`config.mk`:
```
export PLATFORM = sky130hd
export DESIGN_NAME = climate_ctrl
export DESIGN_NICKNAME = d
export VERILOG_FILES = /design/src/rtl/climate_ctrl.sv
export SDC_FILE = /design/constraint.sdc
export NUM_CORES = 1
export LEC_CHECK = 0
export BUFFER_PORTS_ARGS = -buffer_cell sky130_fd_sc_hd__buf_4
export CAP_MARGIN = 20
export CORE_ASPECT_RATIO = 1.25
export CORE_MARGIN = 2
export CORE_UTILIZATION = 45
export DETAILED_ROUTE_END_ITERATION = 16
export HOLD_SLACK_MARGIN = 0.05
export PLACE_DENSITY = 0.66
export SLEW_MARGIN = 20
export SYNTH_ARGS = -nofsm -noshare
export SYNTH_HDL_FRONTEND = slang
export SYNTH_SLANG_ARGS = --single-unit
export TNS_END_PERCENT = 10
```
`constraint.sdc`:
```
create_clock -name clk_1Mhz -period 3.35 [get_ports clk_1Mhz]
set_input_delay 1.005 -clock clk_1Mhz [delete_from_list [all_inputs] [get_ports clk_1Mhz]]
set_output_delay 1.005 -clock clk_1Mhz [all_outputs]
set_load 0.01 [all_outputs]
```
`src/rtl/climate_ctrl.sv`:
```
// Setpoint/actuator controller behind the UART string interface: decodes
// two-digit commands, runs fan/humidifier hysteresis and a timed manual override.
module climate_ctrl #(
  parameter int DEF_MAX_TEMP     = 30,
  parameter int DEF_MIN_TEMP     = 20,
  parameter int DEF_MAX_HUM      = 70,
  parameter int DEF_MIN_HUM      = 40,
  parameter int TICK_CYCLES      = 1_000_000,
  parameter int MANUAL_TIMEOUT_S = 60
) (
  input  logic       clk_1Mhz,
  input  logic       rst,
  input  logic [7:0] chr_cmd,
  input  logic [7:0] chr_val0,
  input  logic [7:0] chr_val1,
  input  logic       rx_msg_done,
  input  logic [7:0] temperature,
  input  logic [7:0] humidity,
  input  logic       sensor_valid,
  output logic       fan_state,
  output logic       hum_state,
  output logic [7:0] max_temp,
  output logic [7:0] min_temp,
  output logic [7:0] max_hum,
  output logic [7:0] min_hum,
  output logic       manual_mode,
  output logic       cmd_ack,
  output logic       cfg_err
);

  localparam int TICK_W = $clog2(TICK_CYCLES + 1);
  localparam int SEC_W  = $clog2(MANUAL_TIMEOUT_S + 1);
  localparam logic [TICK_W-1:0] TICK_LAST = TICK_W'(TICK_CYCLES - 1);
  localparam logic [SEC_W-1:0]  SEC_LAST  = SEC_W'(MANUAL_TIMEOUT_S - 1);

  typedef enum logic [1:0] {IDLE, DECODE, APPLY} state_t;

  state_t            state_q;
  logic              rxPrev_q;
  logic [7:0]        cmd_q, chr0_q, chr1_q;
  logic [6:0]        val_q;
  logic              dig0_q, dig1_q;
  logic [7:0]        maxTemp_q, minTemp_q, maxHum_q, minHum_q;
  logic              fan_q, hum_q, manual_q, ack_q, err_q;
  logic [TICK_W-1:0] tick_q;
  logic [SEC_W-1:0]  sec_q;

  logic [6:0] val_d;
  logic       dig0_d, dig1_d;
  logic [7:0] valExt;
  logic       digits, lSet, lClear, applyOk;

  always_comb begin
    dig0_d  = (chr0_q >= 8'h30) && (chr0_q <= 8'h39);
    dig1_d  = (chr1_q >= 8'h30) && (chr1_q <= 8'h39);
    val_d   = 7'(chr0_q[3:0]) * 7'd10 + 7'(chr1_q[3:0]);
    valExt  = {1'b0, val_q};
    digits  = dig0_q && dig1_q;
    lSet    = (chr0_q == 8'h30 || chr0_q == 8'h31) && (chr1_q == 8'h30 || chr1_q == 8'h31);
    lClear  = (chr0_q == 8'h2D) && dig1_q;
    applyOk = 1'b0;
    case (cmd_q)
      8'h41:   applyOk = digits && valExt <= 8'd50 && valExt > minTemp_q;
      8'h42:   applyOk = digits && valExt <= 8'd50 && valExt < maxTemp_q;
      8'h43:   applyOk = digits && valExt > minHum_q;
      8'h44:   applyOk = digits && valExt < maxHum_q;
      8'h4C:   applyOk = lSet || lClear;
      default: applyOk = 1'b0;
    endcase
  end

  // Later assignments in this block take priority, so an 'L' apply overrides
  // both the sensor update and a simultaneous timeout expiry.
  always_ff @(posedge clk_1Mhz) begin
    if (rst) begin
      state_q   <= IDLE;
      rxPrev_q  <= 1'b1;
      cmd_q     <= '0;
      chr0_q    <= '0;
      chr1_q    <= '0;
      val_q     <= '0;
      dig0_q    <= 1'b0;
      dig1_q    <= 1'b0;
      maxTemp_q <= 8'(DEF_MAX_TEMP);
      minTemp_q <= 8'(DEF_MIN_TEMP);
      maxHum_q  <= 8'(DEF_MAX_HUM);
      minHum_q  <= 8'(DEF_MIN_HUM);
      fan_q     <= 1'b0;
      hum_q     <= 1'b0;
      manual_q  <= 1'b0;
      ack_q     <= 1'b0;
      err_q     <= 1'b0;
      tick_q    <= '0;
      sec_q     <= '0;
    end else begin
      rxPrev_q <= rx_msg_done;
      ack_q    <= 1'b0;
      err_q    <= 1'b0;

      if (manual_q) begin
        if (tick_q == TICK_LAST) begin
          tick_q <= '0;
          if (sec_q == SEC_LAST) begin
            sec_q    <= '0;
            manual_q <= 1'b0;
          end else begin
            sec_q <= sec_q + 1'b1;
          end
        end else begin
          tick_q <= tick_q + 1'b1;
        end
      end else begin
        tick_q <= '0;
        sec_q  <= '0;
      end

      if (!manual_q && sensor_valid) begin
        if (temperature > maxTemp_q)      fan_q <= 1'b1;
        else if (temperature < minTemp_q) fan_q <= 1'b0;
        if (humidity < minHum_q)          hum_q <= 1'b1;
        else if (humidity >= maxHum_q)    hum_q <= 1'b0;
      end

      case (state_q)
        IDLE: begin
          if (rx_msg_done && !rxPrev_q) begin
            cmd_q   <= chr_cmd;
            chr0_q  <= chr_val0;
            chr1_q  <= chr_val1;
            state_q <= DECODE;
          end
        end
        DECODE: begin
          val_q   <= val_d;
          dig0_q  <= dig0_d;
          dig1_q  <= dig1_d;
          state_q <= APPLY;
        end
        APPLY: begin
          state_q <= IDLE;
          ack_q   <= applyOk;
          err_q   <= !applyOk;
          if (applyOk) begin
            case (cmd_q)
              8'h41: maxTemp_q <= valExt;
              8'h42: minTemp_q <= valExt;
              8'h43: maxHum_q  <= valExt;
              8'h44: minHum_q  <= valExt;
              8'h4C: begin
                tick_q <= '0;
                sec_q  <= '0;
                if (lSet) begin
                  fan_q    <= chr0_q[0];
                  hum_q    <= chr1_q[0];
                  manual_q <= 1'b1;
                end else begin
                  manual_q <= 1'b0;
                end
              end
              default: ;
            endcase
          end
        end
        default: state_q <= IDLE;
      endcase
    end
  end

  assign fan_state   = fan_q;
  assign hum_state   = hum_q;
  assign max_temp    = maxTemp_q;
  assign min_temp    = minTemp_q;
  assign max_hum     = maxHum_q;
  assign min_hum     = minHum_q;
  assign manual_mode = manual_q;
  assign cmd_ack     = ack_q;
  assign cfg_err     = err_q;

endmodule

```
# After elaboration in Yosys (flattened, before gate mapping)
# Cells that the tools add are included.
# Widths: inputs -> output; s select.
dict set report word_totals {
  register_bits 95
  inputBits 44
  out_inout_bits 37
  elab_cells 112
}
dict set report classes {
  addsub 3
  n_mul 1
  order_cmp 13
  eq_ne 15
  n_mux 35
  bitwise 1
  n_reduce_logical 25
}
# op n
set op_table {}
lappend op_table {{$mux 20} 5}
lappend op_table {{$eq 8x6->1 const B} 5}
lappend op_table {{$eq 8x7->1 const B} 5}
lappend op_table {{$mux 6} 6}
lappend op_table {{$mux 1} 21}
lappend op_table {{$add 20x1->20 const B} 1}
lappend op_table {{$eq 20x20->1 const B} 1}
lappend op_table {{$ge 8x6->1 const B} 2}
lappend op_table {{$le 8x6->1 const B} 2}
lappend op_table {{$lt 8x7->1} 2}
lappend op_table {{$gt 7x7->1} 2}
lappend op_table {{$lt 7x7->1} 2}
lappend op_table {{$logic_and 1x1->1} 12}
lappend op_table {{$reduce_and 3->1} 4}
lappend op_table {{$ge 8x7->1} 1}
lappend op_table {{$gt 8x7->1} 1}
lappend op_table {{$add 7x4->7} 1}
lappend op_table {{$le 7x6->1 const B} 1}
lappend op_table {{$add 6x1->6 const B} 1}
lappend op_table {{$eq 6x6->1 const B} 1}
lappend op_table {{$mul 4x3->6 const B} 1}
lappend op_table {{$pmux 1 s5} 1}
lappend op_table {{$pmux 2 s2} 1}
lappend op_table {{$logic_not 1->1} 3}
lappend op_table {{other kinds (9)} 11}

# Depth between registers and ports, before layout
dict set report logic_depth {
  word_depth 8
  ltp_mapped 10
  mapped_depth_nobuf 9
}

# Least setup slack after synthesis
# OpenSTA, ideal clock, no wires.
dict set report synth_path {
  kind {register -> register}
  startpoint {register minHum_q[6], in the netlist min_hum[6]}
  endpoint {register maxHum_q[2], in the netlist max_hum[2]}
  setup_ns 0.124
  t_arrival_ns 2.342
  slack_ns 0.884
  path_stages_with_launch 10
  path_buffers 1
  period_less_slack_ns 2.466
  cell_sequence {dfxtp_1 > inv_1 > ha_1 > and3_4 > a221oi_2 > a211oi_1 > or4_4 > and3_4 > buf_12 > mux2i_1}
}
dict set report synth_via {
  elab_chain_cells 4
}
# item line
set synth_rtl {}
lappend synth_rtl {{start: declaration} 43} ;# logic [7:0] maxTemp_q, minTemp_q, maxHum_q, minHum_q;
lappend synth_rtl {{start signal: assignment} 87} ;# minHum_q <= 8'(DEF_MIN_HUM);
lappend synth_rtl {{start signal: assignment} 148} ;# 8'h44: minHum_q <= valExt;
lappend synth_rtl {{$gt 7x7->1} 65} ;# 8'h43: applyOk = digits && valExt > minHum_q;
lappend synth_rtl {{$logic_and 1x1->1} 65}
lappend synth_rtl {{$pmux 1 s5} 62} ;# case (cmd_q)
lappend synth_rtl {{$reduce_and 3->1 (no line)} -}
lappend synth_rtl {{end signal: assignment} 86} ;# maxHum_q <= 8'(DEF_MAX_HUM);
lappend synth_rtl {{end signal: assignment} 147} ;# 8'h43: maxHum_q <= valExt;
lappend synth_rtl {{end: declaration} 43}
# Every way passes these cells.
# A chain may end at the register's enable or synchronous reset.

# Final worst setup path
dict set report layout_path {
  startpoint {register val_q[1]}
  endpoint {register maxHum_q[3], in the netlist max_hum[3]}
}
dict set report layout_via {
  elab_chain_cells 5
  word_cells_on_any_way 12
}
# item line
set layout_rtl {}
lappend layout_rtl {{start: declaration} 41} ;# logic [6:0] val_q;
lappend layout_rtl {{start signal: assignment} 134} ;# val_q <= val_d;
lappend layout_rtl {{$le 7x6->1} {63, 64}}
lappend layout_rtl {{$logic_and 1x1->1} {63, 64}}
lappend layout_rtl {{$logic_and 1x1->1, on equally long branches} {64, 63}}
lappend layout_rtl {{$pmux 1 s5 *} 62}
lappend layout_rtl {{$reduce_and 3->1 (no line) *} -}
# Mark *: on every way between the ends. The rest lies on a longest branch, timed or not.

==> key figures <==
Routing
  – DR vias/cell: 5.37
  – First-pass DRT Iterations: 4
  – Total number of vias: 4,409
  – Post-detailed-route count of antenna-violating nets: 0
  – Iteration-0 DRC Markers: 265
  – Final wirelength: around 13,000 um
  – Avg WL per Cell: 15.6 um
  – DRC viols: 0

Placed design
  – # port buffers: 76
  – DP Wirelength: 9600 um
  – GP Congestion: 0.870
  – Place WS: 686 ps

Power
  – Clock share of power: 44.2%
  – Power per Cell Area: between 300 and 400 nW/um2
  – Flop pwr share: 49.0%
  – Switch Pwr: 0.553 mW
  – Overall power: 2.36 mW
  – Peak supply drop: 0.218 mV
  – Power share of the combinational group: under 10%
  – Leak pwr: between 2 and 3 nW
  – Pint: roughly 1.8 mW
  – Sw Ratio: between 20% and 30%

Floorplanning
  – Core footprint: 11,600 um2
  – I/O pins: 81
  – Chip Height: 126 um
  – Die W: 101 um
  – Die Area: 12,700 um2
  – # rows: 44
  – Initial Utilization: 46.1%

Clock tree
  – Post-CTS sizing: 0
  – Root Buffer: clkbuf_16
  – Maximum root-to-sink buffer count: 2
  – Number of CTS-inserted buffers: 9
  – Clk sink count: 95
  – Worst-Skew Late Latency: ~350 ps
  – H-tree depth: 3
  – Postcts setup bufs: 0
  – Reg clk slew, reported paths: 70 ps
  – CTS tree: yes
  – Post-cts hold buffer count: 0

Logic synthesis
  – Post-synth EDFFs: 0
  – Compound-Gate Fraction of Synth Area: between 10% and 20%
  – Synth warn: 0
  – Largest area contributor in the netlist: dfxtp_1
  – Top-area cell type share of the netlist area: between 30% and 40%
  – Synth Area in XOR/XNOR: between 4 and 5%
  – Post-synth ARST share: 0%
  – Post-Synthesis Cells: 609
  – Main combinational cell family by area after synthesis: simple AND/OR/NAND/NOR gates
  – Most common flop cell mapped by yosys: dfxtp_1
  – Library cells used by synthesis: 58
  – #FFs+latches synth: 95
  – Synth Area in Adders: 14.8%
  – Mux share of post-synthesis cell area: 4.70%
  – Post-Syn Area: around 5300 um2
  – Top cells by area, synth: dfxtp_1 (36%), ha_1 (14%), nand2_1 (5.4%), mux2i_1 (4.7%), nor2_1 (4.2%)
  – Post-synthesis area per instance: 8.75 um2
  – Post-Synth Simple-Gate Area: 24.3%
  – Register area share after synthesis: 35.7%

Timing
  – Fin crit period: 2590 ps
  – Number of setup violations in the final report: 0
  – Slew margin rel.: 51.8%
  – RSZ-0062 raised after global routing: false
  – Max Freq: 386 MHz
  – Worst Max-Slew Pin Slew: 721 ps
  – Fin Clk Skew: 8.32 ps
  – Final worst setup slack: 756 ps
  – Hold Violations, Final: 0
  – Total negative slack: 0 ps
  – Period utilization: 77.4%
  – Final slew viol count: 0

Global route
  – Largest net degree at the start of global routing: between 50 and 60
  – First-pass GRT wire length: 21,300 um
  – Grt ovf: 0
  – Vias in the first global route: between 4k and 5k
  – Initial antenna violation count: 0
  – Total global-route track usage: 21.0%

Worst setup path
  – Crit path DAT: 2820 ps
  – R2R Setup Slk: 760 ps
  – CP Class: flip-flop to flip-flop
  – Crit. End Element: flip-flop
  – CP Max Fanout: 9
  – Crit path launch type: flip-flop
  – Required time worst endpoint: about 3600 ps

Final layout
  – Share of cells above drive strength 1: 16.4%
  – Ant. Diodes: 0
  – Layout area overhead: 18.0%
  – Nets: 784
  – Filler cells: 1,093

Run status
  – Outcome: finished clean

Run
  – Max-cap viol count: 0

Hold path
  – HP Class: flip-flop to flip-flop
## metal layers
layer / track usage (%) / routed length (um) / up-vias / part of all wire (%)
met5: 0 / 0 / - / 0
met4: 8.03 / 323 / 0 / 2.5
met3: 3.61 / 449 / 22 / 3.5
met2: 35.8 / 6340 / 90 / 50
met1: 26.3 / 5690 / 2058 / 44
li1: - / - / 2239 / -
## synth_stat cells, drive strengths merged (6+ instances only)
library cell  instances
and3                  9
nand2                76
nand3                12
and4                  6
ha                   60
xnor2                10
mux2i                25
nor2                 59
a21o                  6
nor3b                 7
inv                  36
buf                   7
nor2b                 7
nand2b               23
xor2                 16
a211oi               10
nand4                 9
dfxtp                95
o211ai                8
o21ai                17
clkbuf               18
nor3                  9
a21oi                40
## state kept, by name (all words and copies together) (netlist names), 2 cells and up
| signal | count |
|---|---|
| chr0_q | 8 |
| chr1_q | 8 |
| cmd_q | 8 |
| max_hum | 7 |
| max_temp | 7 |
| min_hum | 7 |
| min_temp | 7 |
| sec_q | 6 |
| state_q | 2 |
| tick_q | 20 |
| val_q | 7 |
## kinds of logic after synthesis
family,Yosys count
AOI/OAI and AO/OA,95
other,1
adders and majority gates,62
DFF,95
buffers and inverters,61
muxes,25
xor gates and xnor gates,26
and+or+nand+nor,244
## worst max-delay path, cell delays in order, from the launching register on
cell	delay (ps)
dfxtp_1	570
ha_1	320
nor2b_1	130
o21a_1	170
o211ai_1	170
a211oi_1	140
or4_4	580
and3_4	260
mux2i_1	130
## layout by cell type, fill, tap and decap left out, drive strengths merged, types with 2 or more instances in the layout
cell,instances
nand4,9
a21o,6
fa,2
o21a,3
o21bai,3
xnor2,10
nor3b,7
o21ai,17
nand3,12
clkbuf,11
inv,38
a21oi,40
xor2,16
nor2,59
or3,2
conb,4
and3,9
nand2b,23
ha,60
and4,6
or2,3
mux2i,25
nor2b,7
nor4b,5
a211oi,10
dfxtp,95
o211ai,8
nor3,9
buf,80
nand3b,2
clkinv,2
a211o,3
nand2,76
or4,3
nand4b,4
## power groups by stage
stage	Clock [mW]	Sequential (mW)	Combinational [mW]
6_report	1.05	1.16	0.159
5_1_grt	1.12	1.16	0.180
4_1_cts	1.07	1.16	0.160
3_5_place_dp	0	1.18	0.160
3_3_place_gp	0	1.18	0.155
2_1_floorplan	0	1.18	0.0921
## path summary, 6_finish.rpt
check,from,to,cells after the start
worst max register to register,val_q[1],max_hum[3],8
worst max-delay path,val_q[1],max_hum[3],8
worst min register to register,chr1_q[5],chr1_q[5],2
worst min-delay path,chr1_q[5],chr1_q[5],2
## through the flow
step	area, um2	hold slack (ps)	util [%]	cells
5_1_grt	6290	489	54.4	821
3_5_place_dp	5990	446	51.8	805
4_1_cts	6290	455	54.4	821
3_3_place_gp	5990	441	51.8	805
2_1_floorplan	5340	431	-	612
6_report	6290	453	54.4	821
## final cells by class
type | instances | area (um2) | area share [%]
Multi-Input combinational cell | 456 | 3180 | 50.6
Timing Repair Buffer | 80 | 601 | 9.55
Inverter | 36 | 135 | 2.15
Tap cell | 138 | 173 | 2.75
Sequential cell | 95 | 1900 | 30.2
Clock buffer | 11 | 233 | 3.70
Clock inverter | 5 | 65.1 | 1.03
(Power assumes the default switching activity.)
